`config.mk`:
```
export PLATFORM = sky130hd
export DESIGN_NAME = lb_arbiter
export DESIGN_NICKNAME = d
export VERILOG_FILES = /design/src/rtl/lb_pkg.sv /design/src/rtl/lb_tag_pipe.sv /design/src/rtl/lb_arbiter.sv
export SDC_FILE = /design/constraint.sdc
export NUM_CORES = 1
export LEC_CHECK = 0
export CAP_MARGIN = 20
export CORE_UTILIZATION = 35
export DETAILED_ROUTE_END_ITERATION = 16
export GPL_TIMING_DRIVEN = 0
export PLACE_DENSITY = 0.85
export SYNTH_ARGS = -nofsm -noshare
export SYNTH_HDL_FRONTEND = slang
export SYNTH_SLANG_ARGS = --single-unit
```
`constraint.sdc`:
```
create_clock -name lb_clk -period 1.4 [get_ports lb_clk]
set_input_delay 0.42 -clock lb_clk [delete_from_list [all_inputs] [get_ports lb_clk]]
set_output_delay 0.42 -clock lb_clk [all_outputs]
set_load 0.1 [all_outputs]
```
`src/rtl/lb_pkg.sv`:
```
// Shared local-bus definitions: bus widths, master identifiers and the request bundle
// that the arbiter selects between.
package lb_pkg;

   localparam int LB_AW = 24;
   localparam int LB_DW = 32;

   typedef enum logic {
      MST_0 = 1'b0,
      MST_1 = 1'b1
   } mst_id_e;

   typedef struct packed {
      logic             rd;
      logic [LB_AW-1:0] addr;
      logic [LB_DW-1:0] wdata;
   } lb_req_t;

endpackage

```
`src/rtl/lb_tag_pipe.sv`:
```
// Fixed-depth {valid, id} delay line carrying read ownership alongside the bus read
// latency; flush drops every in-flight tag on the next edge.
module lb_tag_pipe
   import lb_pkg::*;
#(
   parameter int DEPTH = 4
) (
   input  logic    clk,
   input  logic    flush,
   input  logic    in_valid,
   input  mst_id_e in_id,
   output logic    out_valid,
   output mst_id_e out_id
);

   logic [DEPTH-1:0] valid_q, valid_d;
   logic [DEPTH-1:0] id_q, id_d;

   always_comb begin
      valid_d = {valid_q[DEPTH-2:0], in_valid};
      id_d    = {id_q[DEPTH-2:0], in_id};
   end

   // Only the valid bits need clearing; a stale id is harmless without its valid.
   always_ff @(posedge clk) begin
      if (flush) begin
         valid_q <= '0;
      end else begin
         valid_q <= valid_d;
      end
      id_q <= id_d;
   end

   assign out_valid = valid_q[DEPTH-1];
   assign out_id    = mst_id_e'(id_q[DEPTH-1]);

endmodule

```
`src/rtl/lb_arbiter.sv`:
```
// Two-master local-bus arbiter: grants one request per cycle, registers it onto the
// shared bus and steers pipelined read data back to the master that issued the read.
module lb_arbiter
   import lb_pkg::*;
#(
   parameter int AW       = LB_AW,
   parameter int DW       = LB_DW,
   parameter int READ_LAT = 3,
   parameter bit M0_PRIO  = 1'b1
) (
   input  logic          lb_clk,
   input  logic          rst,
   input  logic          m0_req,
   input  logic          m0_rd,
   input  logic [AW-1:0] m0_addr,
   input  logic [DW-1:0] m0_wdata,
   output logic          m0_gnt,
   output logic          m0_rvalid,
   output logic [DW-1:0] m0_rdata,
   input  logic          m1_req,
   input  logic          m1_rd,
   input  logic [AW-1:0] m1_addr,
   input  logic [DW-1:0] m1_wdata,
   output logic          m1_gnt,
   output logic          m1_rvalid,
   output logic [DW-1:0] m1_rdata,
   output logic [AW-1:0] lb_addr,
   output logic [DW-1:0] lb_dout,
   output logic          lb_write,
   output logic          lb_read,
   input  logic [DW-1:0] lb_din
);

   lb_req_t m0_bus, m1_bus, win;
   mst_id_e win_id;
   logic    issue;

   mst_id_e last_q, last_d;
   logic [AW-1:0] lb_addr_q, lb_addr_d;
   logic [DW-1:0] lb_dout_q, lb_dout_d;
   logic lb_write_q, lb_write_d;
   logic lb_read_q, lb_read_d;
   logic m0_rvalid_q, m0_rvalid_d;
   logic m1_rvalid_q, m1_rvalid_d;
   logic [DW-1:0] m0_rdata_q, m0_rdata_d;
   logic [DW-1:0] m1_rdata_q, m1_rdata_d;

   logic    tag_valid;
   mst_id_e tag_id;

   assign m0_bus = '{rd: m0_rd, addr: m0_addr, wdata: m0_wdata};
   assign m1_bus = '{rd: m1_rd, addr: m1_addr, wdata: m1_wdata};

   // Master 0 wins a collision outright in priority mode, otherwise whoever was not served last.
   always_comb begin
      m0_gnt = 1'b0;
      m1_gnt = 1'b0;
      if (!rst) begin
         if (m0_req && m1_req) begin
            if (M0_PRIO || last_q == MST_1) begin
               m0_gnt = 1'b1;
            end else begin
               m1_gnt = 1'b1;
            end
         end else begin
            m0_gnt = m0_req;
            m1_gnt = m1_req;
         end
      end
   end

   always_comb begin
      win        = m1_gnt ? m1_bus : m0_bus;
      win_id     = m1_gnt ? MST_1 : MST_0;
      issue      = m0_gnt | m1_gnt;
      lb_addr_d  = issue ? win.addr : lb_addr_q;
      lb_dout_d  = issue ? win.wdata : lb_dout_q;
      lb_write_d = issue & ~win.rd;
      lb_read_d  = issue & win.rd;
      last_d     = issue ? win_id : last_q;
   end

   // One extra stage beyond READ_LAT lines the tag up with lb_din on the bus.
   lb_tag_pipe #(
      .DEPTH(READ_LAT + 1)
   ) u_tag_pipe (
      .clk      (lb_clk),
      .flush    (rst),
      .in_valid (lb_read_d),
      .in_id    (win_id),
      .out_valid(tag_valid),
      .out_id   (tag_id)
   );

   always_comb begin
      m0_rvalid_d = tag_valid && (tag_id == MST_0);
      m1_rvalid_d = tag_valid && (tag_id == MST_1);
      m0_rdata_d  = m0_rvalid_d ? lb_din : m0_rdata_q;
      m1_rdata_d  = m1_rvalid_d ? lb_din : m1_rdata_q;
   end

   always_ff @(posedge lb_clk) begin
      if (rst) begin
         last_q      <= MST_1;
         lb_addr_q   <= '0;
         lb_dout_q   <= '0;
         lb_write_q  <= 1'b0;
         lb_read_q   <= 1'b0;
         m0_rvalid_q <= 1'b0;
         m1_rvalid_q <= 1'b0;
         m0_rdata_q  <= '0;
         m1_rdata_q  <= '0;
      end else begin
         last_q      <= last_d;
         lb_addr_q   <= lb_addr_d;
         lb_dout_q   <= lb_dout_d;
         lb_write_q  <= lb_write_d;
         lb_read_q   <= lb_read_d;
         m0_rvalid_q <= m0_rvalid_d;
         m1_rvalid_q <= m1_rvalid_d;
         m0_rdata_q  <= m0_rdata_d;
         m1_rdata_q  <= m1_rdata_d;
      end
   end

   assign lb_addr   = lb_addr_q;
   assign lb_dout   = lb_dout_q;
   assign lb_write  = lb_write_q;
   assign lb_read   = lb_read_q;
   assign m0_rvalid = m0_rvalid_q;
   assign m1_rvalid = m1_rvalid_q;
   assign m0_rdata  = m0_rdata_q;
   assign m1_rdata  = m1_rdata_q;

endmodule

```
==> flow_summary.json, run 1 <==
{
  "vias": 5411,
  "cap_violations": 0,
  "antenna_left": 0,
  "gp_congestion": 0.866,
  "seq_area_frac_synth_pct": 52.6,
  "critPathTopFamily": "buffers and inverters",
  "power.leakage_nw": 3.89,
  "grt_pass1_wl_um": 29800,
  "tritoncts": "done",
  "htreeDepth": 4,
  "path_cells": "buf_8, nand2b_4, nor2_4, buf_12",
  "postSynth.asyncResetShare_pct": 0,
  "dp_worst_setup_slack_ps": -1570,
  "synth_seq_cells": 131,
  "multi_input_area_um2": 2120,
  "synth_top_area_share_pct": 52.6,
  "rsz0062_at_grt": "true",
  "chipHeight_um": 121,
  "r2r_end": "m1_rdata[5]",
  "first_pass_iters": 5,
  "cpPeakStageDelay_ps": 190,
  "crit_required_ps": 980,
  "clk_pin_slew_worst_paths_ps": 50,
  "track_usage_pct": 26.8,
  "status": "completed",
  "maxSlewHeadroom_pct": 57.9,
  "ys_top_cells_by_count": "dfxtp_1, nand2_1, a21oi_1",
  "postCtsHoldBufs": 0,
  "yosysTopAreaCell": "dfxtp_1",
  "cts_buffer_depth": 2,
  "min_period_ps": 1390,
  "crit_path_start_kind": "input pin",
  "ys.flop_type": "dfxtp_1",
  "worst-setup-path-type": "in -> out",
  "finalInstanceArea_um2": 10000,
  "synthCells": 556,
  "synth.cell_area_um2": 4980,
  "critical_path_arrival_ps": 970,
  "r2r_setup_slack_ps": 80,
  "hold_viol_final": 0,
  "crit_fanout": 3,
  "critical_path_buf_inv_count": 2,
  "wl_per_cell_um": 19.3,
  "dpl.hpwl_um": 12400,
  "drc": 0,
  "syn_area_per_cell_um2": 8.97,
  "synth_edf_count": 0,
  "crit_slowest_cell": "buf_12",
  "final_core_util_pct": 72.0,
  "whs_endpoint": "m0_rdata[27]",
  "slew_viol_final": 0,
  "start_util_pct": 35.9,
  "yosysUniqueCellTypes": 19,
  "regArea_um2": 2780,
  "routed_wl_um": 20100,
  "reg2reg_from": "u_tag_pipe.id_q[3]",
  "clk_latency_ps": 410,
  "avgViaCountPerCell": 5.20,
  "nets": 1000,
  "grt_pass1_vias": 5552,
  "rows": 43,
  "area_growth_pct": 101,
  "io_buffers": 273,
  "drt_iter0_markers": 354,
  "placed_area_um2": 8010,
  "coreArea_um2": 13900,
  "synth_nets": 706,
  "period_share_pct": 99.0,
  "tightestPinTransition_ps": 631,
  "cts_made_buffers": 17,
  "final_layout_size_suffix_gt1_share_pct": 35.7,
  "io_pins": 276,
  "die_area_um2": 14700,
  "fin_ws_ps": 14.1,
  "power_mw": 10.8,
  "setup_tns_ps": 0,
  "yosysWarnings": 0,
  "fmax_mhz": 722,
  "irDropWorstVdd_mv": 0.858,
  "rr_worst_depth": 4,
  "antenna_found_initial": 1,
  "die_x_um": 121,
  "grt_max_degree": 20,
  "setup_viol": 0,
  "cts_num_sinks": 131,
  "cellPowerDensity_nw_per_um2": 1080,
  "cp-end-kind": "output port",
  "overflow": 0,
  "synth.most_common_cell": "dfxtp_1",
  "fillers": 887,
  "hp-start": "rst",
  "cts_root_buf": "clkbuf_16",
  "min_path_cells": 2,
  "synthTopCellsByArea": "dfxtp_1, mux2i_1, nand2_1",
  "clock_skew_ps": 6.55,
  "min_path_type": "in -> reg"
}
## flip-flops by register name (all words and copies together), names as in the netlist
signal / cells
lb_addr: 24
lb_dout: 32
lb_write: 1
m0_rdata: 32
m0_rvalid: 1
m1_rdata: 32
m1_rvalid: 1
u_tag_pipe.id_q: 4
u_tag_pipe.valid_q: 4
## power breakdown
group / total [mW] / internal [mW] / switching (mW)
Sequential: 4.06 / 3.90 / 0.154
Clock: 4.18 / 2.59 / 1.59
Combinational: 2.58 / 1.10 / 1.49
Total: 10.8 / 7.59 / 3.23
## kinds of logic (layout without fill, tap and decap cells)
logic type | after synthesis | count (layout) | share of synthesized area, %
buffers and inverters | 48 | 352 | 5.47
AO/OA/AOI/OAI | 122 | 122 | 15.1
flip-flops | 131 | 131 | 52.6
other | 0 | 1 | 0
AND/OR/NAND/NOR | 199 | 199 | 15.6
multiplexers | 56 | 56 | 11.2
## layout by cell type (no fill, tap or decap), drive strengths merged
| cell | Yosys | routed |
|---|---|---|
| a21oi | 65 | 65 |
| and2 | 1 | 1 |
| nand2 | 130 | 130 |
| a211oi | 56 | 56 |
| inv | 1 | 1 |
| diode | 0 | 1 |
| nor2b | 5 | 5 |
| clkinvlp | 0 | 1 |
| nor2 | 58 | 58 |
| clkdlybuf4s50 | 0 | 146 |
| mux2i | 56 | 56 |
| nand3 | 1 | 1 |
| clkinv | 0 | 3 |
| nand2b | 2 | 2 |
| dfxtp | 131 | 131 |
| and3b | 1 | 1 |
| o22ai | 1 | 1 |
| nor3b | 1 | 1 |
| clkbuf | 24 | 48 |
| buf | 23 | 152 |
| bufinv | 0 | 1 |
## per-stage QoR
stage | hold slack (ps) | std cells
after global routing | 274 | 1041
after floorplan | 310 | 556
final | 286 | 1041
after CTS | 266 | 1039
after global placement | 313 | 1009
after detailed placement | 312 | 1009
## routing by layer
metal / share of wire (%) / vias to the layer above / GRT usage (%)
li1: - / 2483 / -
met1: 36 / 2557 / 27.6
met2: 52 / 314 / 48.5
met3: 8.4 / 57 / 9.12
met4: 3.6 / 0 / 12.0
met5: 0 / - / 0
## worst reg2reg max path, stage by stage (launching register included)
cell and delay (ps):
dfxtp_1 340, nand2_1 180, buf_1 400, nand2_1 140
a21oi_1 190
## layout make-up
| cell class | count | area share (%) |
|---|---|---|
| repair buffers | 277 | 40.2 |
| flip-flops and latches | 131 | 27.8 |
| multi-input cells | 377 | 21.2 |
| clock buffers | 24 | 4.92 |
| plain buffers | 45 | 3.03 |
| well taps | 180 | 2.25 |
| clock inverters | 5 | 0.525 |
| inverters | 1 | 0.0375 |
| diodes | 1 | 0.0250 |
## worst max-delay path by stage
stage | from | end | slack, ps | depth (start not counted)
after global routing | u_tag_pipe.id_q[3] | m0_rdata[11] | -10 | 4
after CTS | m0_rdata[10] | m0_rdata[10] | 0.1 | 1
after floorplan | rst | m0_gnt | -220 | 3
after detailed placement | m0_req | m0_gnt | -1570 | 6
after global placement | m0_req | m0_gnt | -1560 | 6
final | m0_req | m1_gnt | 10 | 4
## repair_timing
item | in CTS | in global routing
endpoints found under the setup margin | 179 | 21
gates resized for setup | 1251 | 22
pin swaps | 2 | 1
buffers inserted | 3 | 1
No activity file was read; power rests on OpenSTA's default activity.
==> run 2, diff against run 1 <==
--- a/config.mk
+++ b/config.mk
@@ -5,8 +5,11 @@
 export SDC_FILE = /design/constraint.sdc
 export NUM_CORES = 1
 export LEC_CHECK = 0
+export ABC_AREA = 1
 export CAP_MARGIN = 20
 export CORE_UTILIZATION = 35
+export CTS_CLUSTER_DIAMETER = 30
+export CTS_CLUSTER_SIZE = 25
 export DETAILED_ROUTE_END_ITERATION = 16
 export GPL_TIMING_DRIVEN = 0
 export PLACE_DENSITY = 0.85
==> flow_summary.json, run 2 <==
{
  "synth_edf_count": 0,
  "cpPeakStageDelay_ps": 200,
  "yosysUniqueCellTypes": 18,
  "io_buffers": 274,
  "synth_nets": 806,
  "power_mw": 12.0,
  "tritoncts": "done",
  "clk_latency_ps": 410,
  "fin_cells": 1148,
  "critPathTopFamily": "buffers and inverters",
  "cts_made_buffers": 17,
  "clock_skew_ps": 10.0,
  "status": "finished with violations",
  "rows": 43,
  "fin_ws_ps": -31.5,
  "synth_top_area_share_pct": 52.4,
  "r2r_setup_slack_ps": 40,
  "postSynth.asyncResetShare_pct": 0,
  "drt_iter0_markers": 356,
  "ys.flop_type": "dfxtp_1",
  "hold_viol_final": 0,
  "seq_area_frac_synth_pct": 52.4,
  "antenna_found_initial": 0,
  "coreArea_um2": 13900,
  "cap_violations": 0,
  "worst-setup-path-type": "in -> out",
  "io_pins": 276,
  "synth_seq_cells": 131,
  "crit_fanout": 7,
  "power.leakage_nw": 4.13,
  "crit_slowest_cell": "buf_12",
  "gp_congestion": 0.857,
  "start_util_pct": 35.9,
  "critical_path_buf_inv_count": 3,
  "cts_buffer_depth": 2,
  "antenna_left": 0,
  "drc": 0,
  "track_usage_pct": 27.4,
  "min_path_type": "in -> reg",
  "ys_top_cells_by_count": "nor2_1, dfxtp_1, o21ai_0",
  "chipHeight_um": 122,
  "place_inst": 1110,
  "violations": "negative setup slack",
  "yosysWarnings": 0,
  "cts_root_buf": "clkbuf_16",
  "area_growth_pct": 101,
  "final_cell_mix": "nor2_1, clkdlybuf4s50_1, buf_12",
  "cellPowerDensity_nw_per_um2": 1200,
  "routed_wl_um": 20300,
  "postCtsHoldBufs": 0,
  "nets": 1105,
  "grt_pass1_vias": 5892,
  "path_cells": "buf_12, inv_8, nand2_4, nor2_4, buf_12",
  "synth.cell_area_um2": 5000,
  "grt_max_degree": 17,
  "wl_per_cell_um": 17.7,
  "num_antenna_cells": 0,
  "maxSlewHeadroom_pct": 59.4,
  "tightestPinTransition_ps": 610,
  "htreeDepth": 4,
  "irDropWorstVdd_mv": 0.797,
  "reg2reg_from": "u_tag_pipe.valid_q[3]",
  "overflow": 0,
  "dpl.hpwl_um": 13000,
  "rr_worst_depth": 6,
  "rsz0062_at_grt": "true",
  "final_layout_size_suffix_gt1_share_pct": 34.4,
  "crit_required_ps": 980,
  "finalInstanceArea_um2": 10100,
  "fmax_mhz": 699,
  "grt_pass1_wl_um": 30600,
  "avgViaCountPerCell": 5.12,
  "placed_area_um2": 8000,
  "die_area_um2": 14800,
  "clk_pin_slew_worst_paths_ps": 60,
  "die_x_um": 122,
  "min_period_ps": 1430,
  "crit_path_start_kind": "input pin",
  "yosysTopAreaCell": "dfxtp_1",
  "cts_num_sinks": 131,
  "synthCells": 656,
  "critical_path_arrival_ps": 1010,
  "whs_endpoint": "lb_addr[16]",
  "r2r_end": "m0_rdata[21]",
  "synthTopCellsByArea": "dfxtp_1, nor2_1, o21ai_0",
  "final_common_cell": "nor2_1",
  "hp-start": "rst",
  "first_pass_iters": 6,
  "syn_area_per_cell_um2": 7.63,
  "final_core_util_pct": 72.2,
  "min_path_cells": 4,
  "slew_viol_final": 0,
  "cpMostUsedCell": "buf_12",
  "setup_viol": 2,
  "vias": 5873,
  "period_share_pct": 102,
  "setup_tns_ps": -36.7,
  "synth.most_common_cell": "nor2_1",
  "cp-end-kind": "output port"
}
==> run 2: worst max path at each step <==
stage           start  cells past startpoint      to
3_3_place_gp   m1_req                      4  m1_gnt
4_1_cts           rst                      5  m1_gnt
5_1_grt           rst                      5  m1_gnt
3_5_place_dp   m1_req                      4  m1_gnt
2_1_floorplan     rst                      4  m1_gnt
6_report          rst                      5  m1_gnt
==> run 2: timing repair <==
item,in CTS,in global routing
setup endpoints to repair,166,73
pin swaps,2,0
buffers inserted,3,3
resized for setup,1262,26
endpoints found under the hold margin,0,0
==> run 2: kinds of logic after synthesis <==
family,after synthesis,share of synthesized area [%]
AND/OR/NAND/NOR,296,24.5
buffers and inverters,72,7.43
flip-flops,131,52.4
AO/OA/AOI/OAI,157,15.7
==> run 2: per-layer routing <==
layer / track usage [%] / wire length, µm / up-vias
li1: - / - / 2763
met1: 27.4 / 7190 / 2712
met2: 49.4 / 10400 / 335
met3: 9.32 / 1870 / 63
met4: 15.2 / 843 / 0
met5: 0 / 0 / -
==> run 2: layout make-up <==
cell class / instances / area (µm²)
plain buffers: 52 / 308
well taps: 180 / 225
multi-input cells: 453 / 2030
clock inverters: 11 / 101
fillers: 926 / 3880
flip-flops and latches: 131 / 2800
inverters: 20 / 86.3
repair buffers: 280 / 4040
clock buffers: 21 / 470
==> run 2: metrics by stage <==
step / worst slack (ps) / hold slack [ps]
6_report: -31.5 / 274
5_1_grt: -29.5 / 267
4_1_cts: -25.4 / 251
3_5_place_dp: -1480 / 312
3_3_place_gp: -1480 / 311
2_1_floorplan: -184 / 310
==> run 2: worst reg2reg max path, delay by kind of cell, from the launching register on <==
| family | cells | cell delay (ps) |
|---|---|---|
| buf+inv | 3 | 420 |
| flops | 1 | 320 |
| simple gates | 3 | 500 |
==> run 2: report_power, final <==
part / internal (mW) / total [mW] / switching, mW
registers: 3.98 / 4.21 / 0.230
clock network: 2.59 / 4.31 / 1.72
logic: 1.38 / 3.52 / 2.14
total: 7.95 / 12.0 / 4.09
==> run 3, diff against run 2 <==
--- a/config.mk
+++ b/config.mk
@@ -13,6 +13,7 @@
 export DETAILED_ROUTE_END_ITERATION = 16
 export GPL_TIMING_DRIVEN = 0
 export PLACE_DENSITY = 0.85
+export RECOVER_POWER = 25
 export SYNTH_ARGS = -nofsm -noshare
 export SYNTH_HDL_FRONTEND = slang
 export SYNTH_SLANG_ARGS = --single-unit
==> flow_summary.json, run 3 (synthesis results as in run 2) <==
{
  "tightestPinTransition_ps": 605,
  "num_antenna_cells": 0,
  "die_area_um2": 14800,
  "avgViaCountPerCell": 5.09,
  "grt_pass1_wl_um": 30600,
  "final_common_cell": "nor2_1",
  "cp-end-kind": "output port",
  "track_usage_pct": 27.4,
  "hold_viol_final": 0,
  "first_pass_iters": 5,
  "setup_viol": 3,
  "final_core_util_pct": 72.0,
  "period_share_pct": 102,
  "drc": 0,
  "fin_cells": 1148,
  "area_growth_pct": 101,
  "irDropWorstVdd_mv": 0.794,
  "cts_root_buf": "clkbuf_16",
  "rows": 43,
  "cts_made_buffers": 17,
  "grt_pass1_vias": 5892,
  "finalInstanceArea_um2": 10000,
  "clk_pin_slew_worst_paths_ps": 60,
  "crit_start": "rst",
  "io_buffers": 274,
  "start_util_pct": 35.9,
  "reg2reg_from": "u_tag_pipe.valid_q[3]",
  "overflow": 0,
  "hp-start": "rst",
  "antenna_found_initial": 0,
  "crit_path_start_kind": "input pin",
  "place_inst": 1110,
  "placed_area_um2": 8000,
  "p_int_mw": 7.94,
  "cellPowerDensity_nw_per_um2": 1200,
  "wl_per_cell_um": 17.6,
  "p_comb_share_pct": 29.2,
  "gp_congestion": 0.857,
  "fin_ws_ps": -32.6,
  "critPathTopFamily": "buffers and inverters",
  "status": "finished with violations",
  "chipHeight_um": 122,
  "cpPeakStageDelay_ps": 200,
  "rsz0062_at_grt": "true",
  "final_cell_mix": "nor2_1, clkdlybuf4s50_1, buf_12",
  "vias": 5848,
  "clock_skew_ps": 11.4,
  "fillers": 933,
  "cts_buffer_depth": 2,
  "p_seq_share_pct": 35.0,
  "switching_share_pct": 34.0,
  "crit_fanout": 7,
  "antenna_left": 0,
  "dp_worst_setup_slack_ps": -1480,
  "critical_path_buf_inv_count": 3,
  "path_cells": "buf_12, inv_8, nand2_4, nor2_4, buf_12",
  "power.leakage_nw": 4.12,
  "crit_required_ps": 980,
  "final_layout_size_suffix_gt1_share_pct": 34.1,
  "worst-setup-path-type": "in -> out",
  "violations": "negative setup slack",
  "fmax_mhz": 698,
  "dpl.hpwl_um": 13000,
  "io_pins": 276,
  "postCtsHoldBufs": 0,
  "min_path_type": "in -> reg",
  "nets": 1105,
  "coreArea_um2": 13900,
  "slew_viol_final": 0,
  "grt_max_degree": 17,
  "clock_power_share_pct": 35.8,
  "drt_iter0_markers": 345,
  "critical_path_arrival_ps": 1010,
  "min_period_ps": 1430,
  "routed_wl_um": 20200,
  "cts_num_sinks": 131,
  "crit_slowest_cell": "buf_12",
  "maxSlewHeadroom_pct": 59.7,
  "die_x_um": 122,
  "cpMostUsedCell": "buf_12",
  "power_switching_mw": 4.09,
  "tritoncts": "done",
  "cap_violations": 0,
  "hold_slack_ps": 274,
  "clk_latency_ps": 420,
  "htreeDepth": 4
}
==> run 3: cell count changes in the layout (fill, tap and decap cells not counted), sizes merged <==
cell | before | now
buf | 163 | 156
clkbuf | 44 | 51
==> run 3: path summary, 6_finish.rpt <==
kind,end,slack [ps],cells past startpoint
min,lb_addr[16],270,4
max reg2reg,m0_rdata[21],40,6
min reg2reg,u_tag_pipe.id_q[1],320,0
max,m1_gnt,-30,5
==> run 3: cell type report <==
| type | instances | area [µm²] | area share, % |
|---|---|---|---|
| clock buffers | 21 | 470 | 4.69 |
| clock inverters | 11 | 101 | 1.01 |
| well taps | 180 | 225 | 2.24 |
| multi-input cells | 453 | 2030 | 20.2 |
| inverters | 20 | 86.3 | 0.860 |
| flip-flops and latches | 131 | 2800 | 27.9 |
| repair buffers | 280 | 4040 | 40.2 |
| plain buffers | 52 | 294 | 2.93 |
==> run 3: power groups by stage <==
stage | registers [mW] | clock network, mW | logic [mW]
detailed placement | 4.14 | 0 | 3.01
floorplan | 5.64 | 0 | 0.484
global route | 4.23 | 4.51 | 3.64
global placement | 4.13 | 0 | 3.00
finish | 4.21 | 4.31 | 3.51
CTS | 4.22 | 4.32 | 3.48
==> run 3: tightest hold or removal path, cell delays in order <==
cell	delay, ps
buf_12	100
nor2_1	40
nand2_1	50
inv_1	30
==> run 3: stage by stage <==
stage	TNS (ps)	power, mW
floorplan	-503	6.13
global placement	-90750	7.13
detailed placement	-92510	7.15
CTS	-25.4	12.0
global route	-108	12.4
finish	-50.4	12.0
==> run 3: layer usage <==
metal  vias up  routed length (µm)  part of all wire [%]  GRT usage [%]
met2       327               10300                    51           49.4
li1       2763                   -                     -              -
met4         0                 844                   4.2           15.2
met3        60                1800                   8.9           9.32
met5         -                   0                     0              0
met1      2698                7270                    36           27.4
==> run 3: timing repair <==
item                                    in CTS  in global routing
pin swaps                                    2                  0
endpoints found under the setup margin     166                 73
buffers inserted                             3                  3
resized for setup                         1262                 26
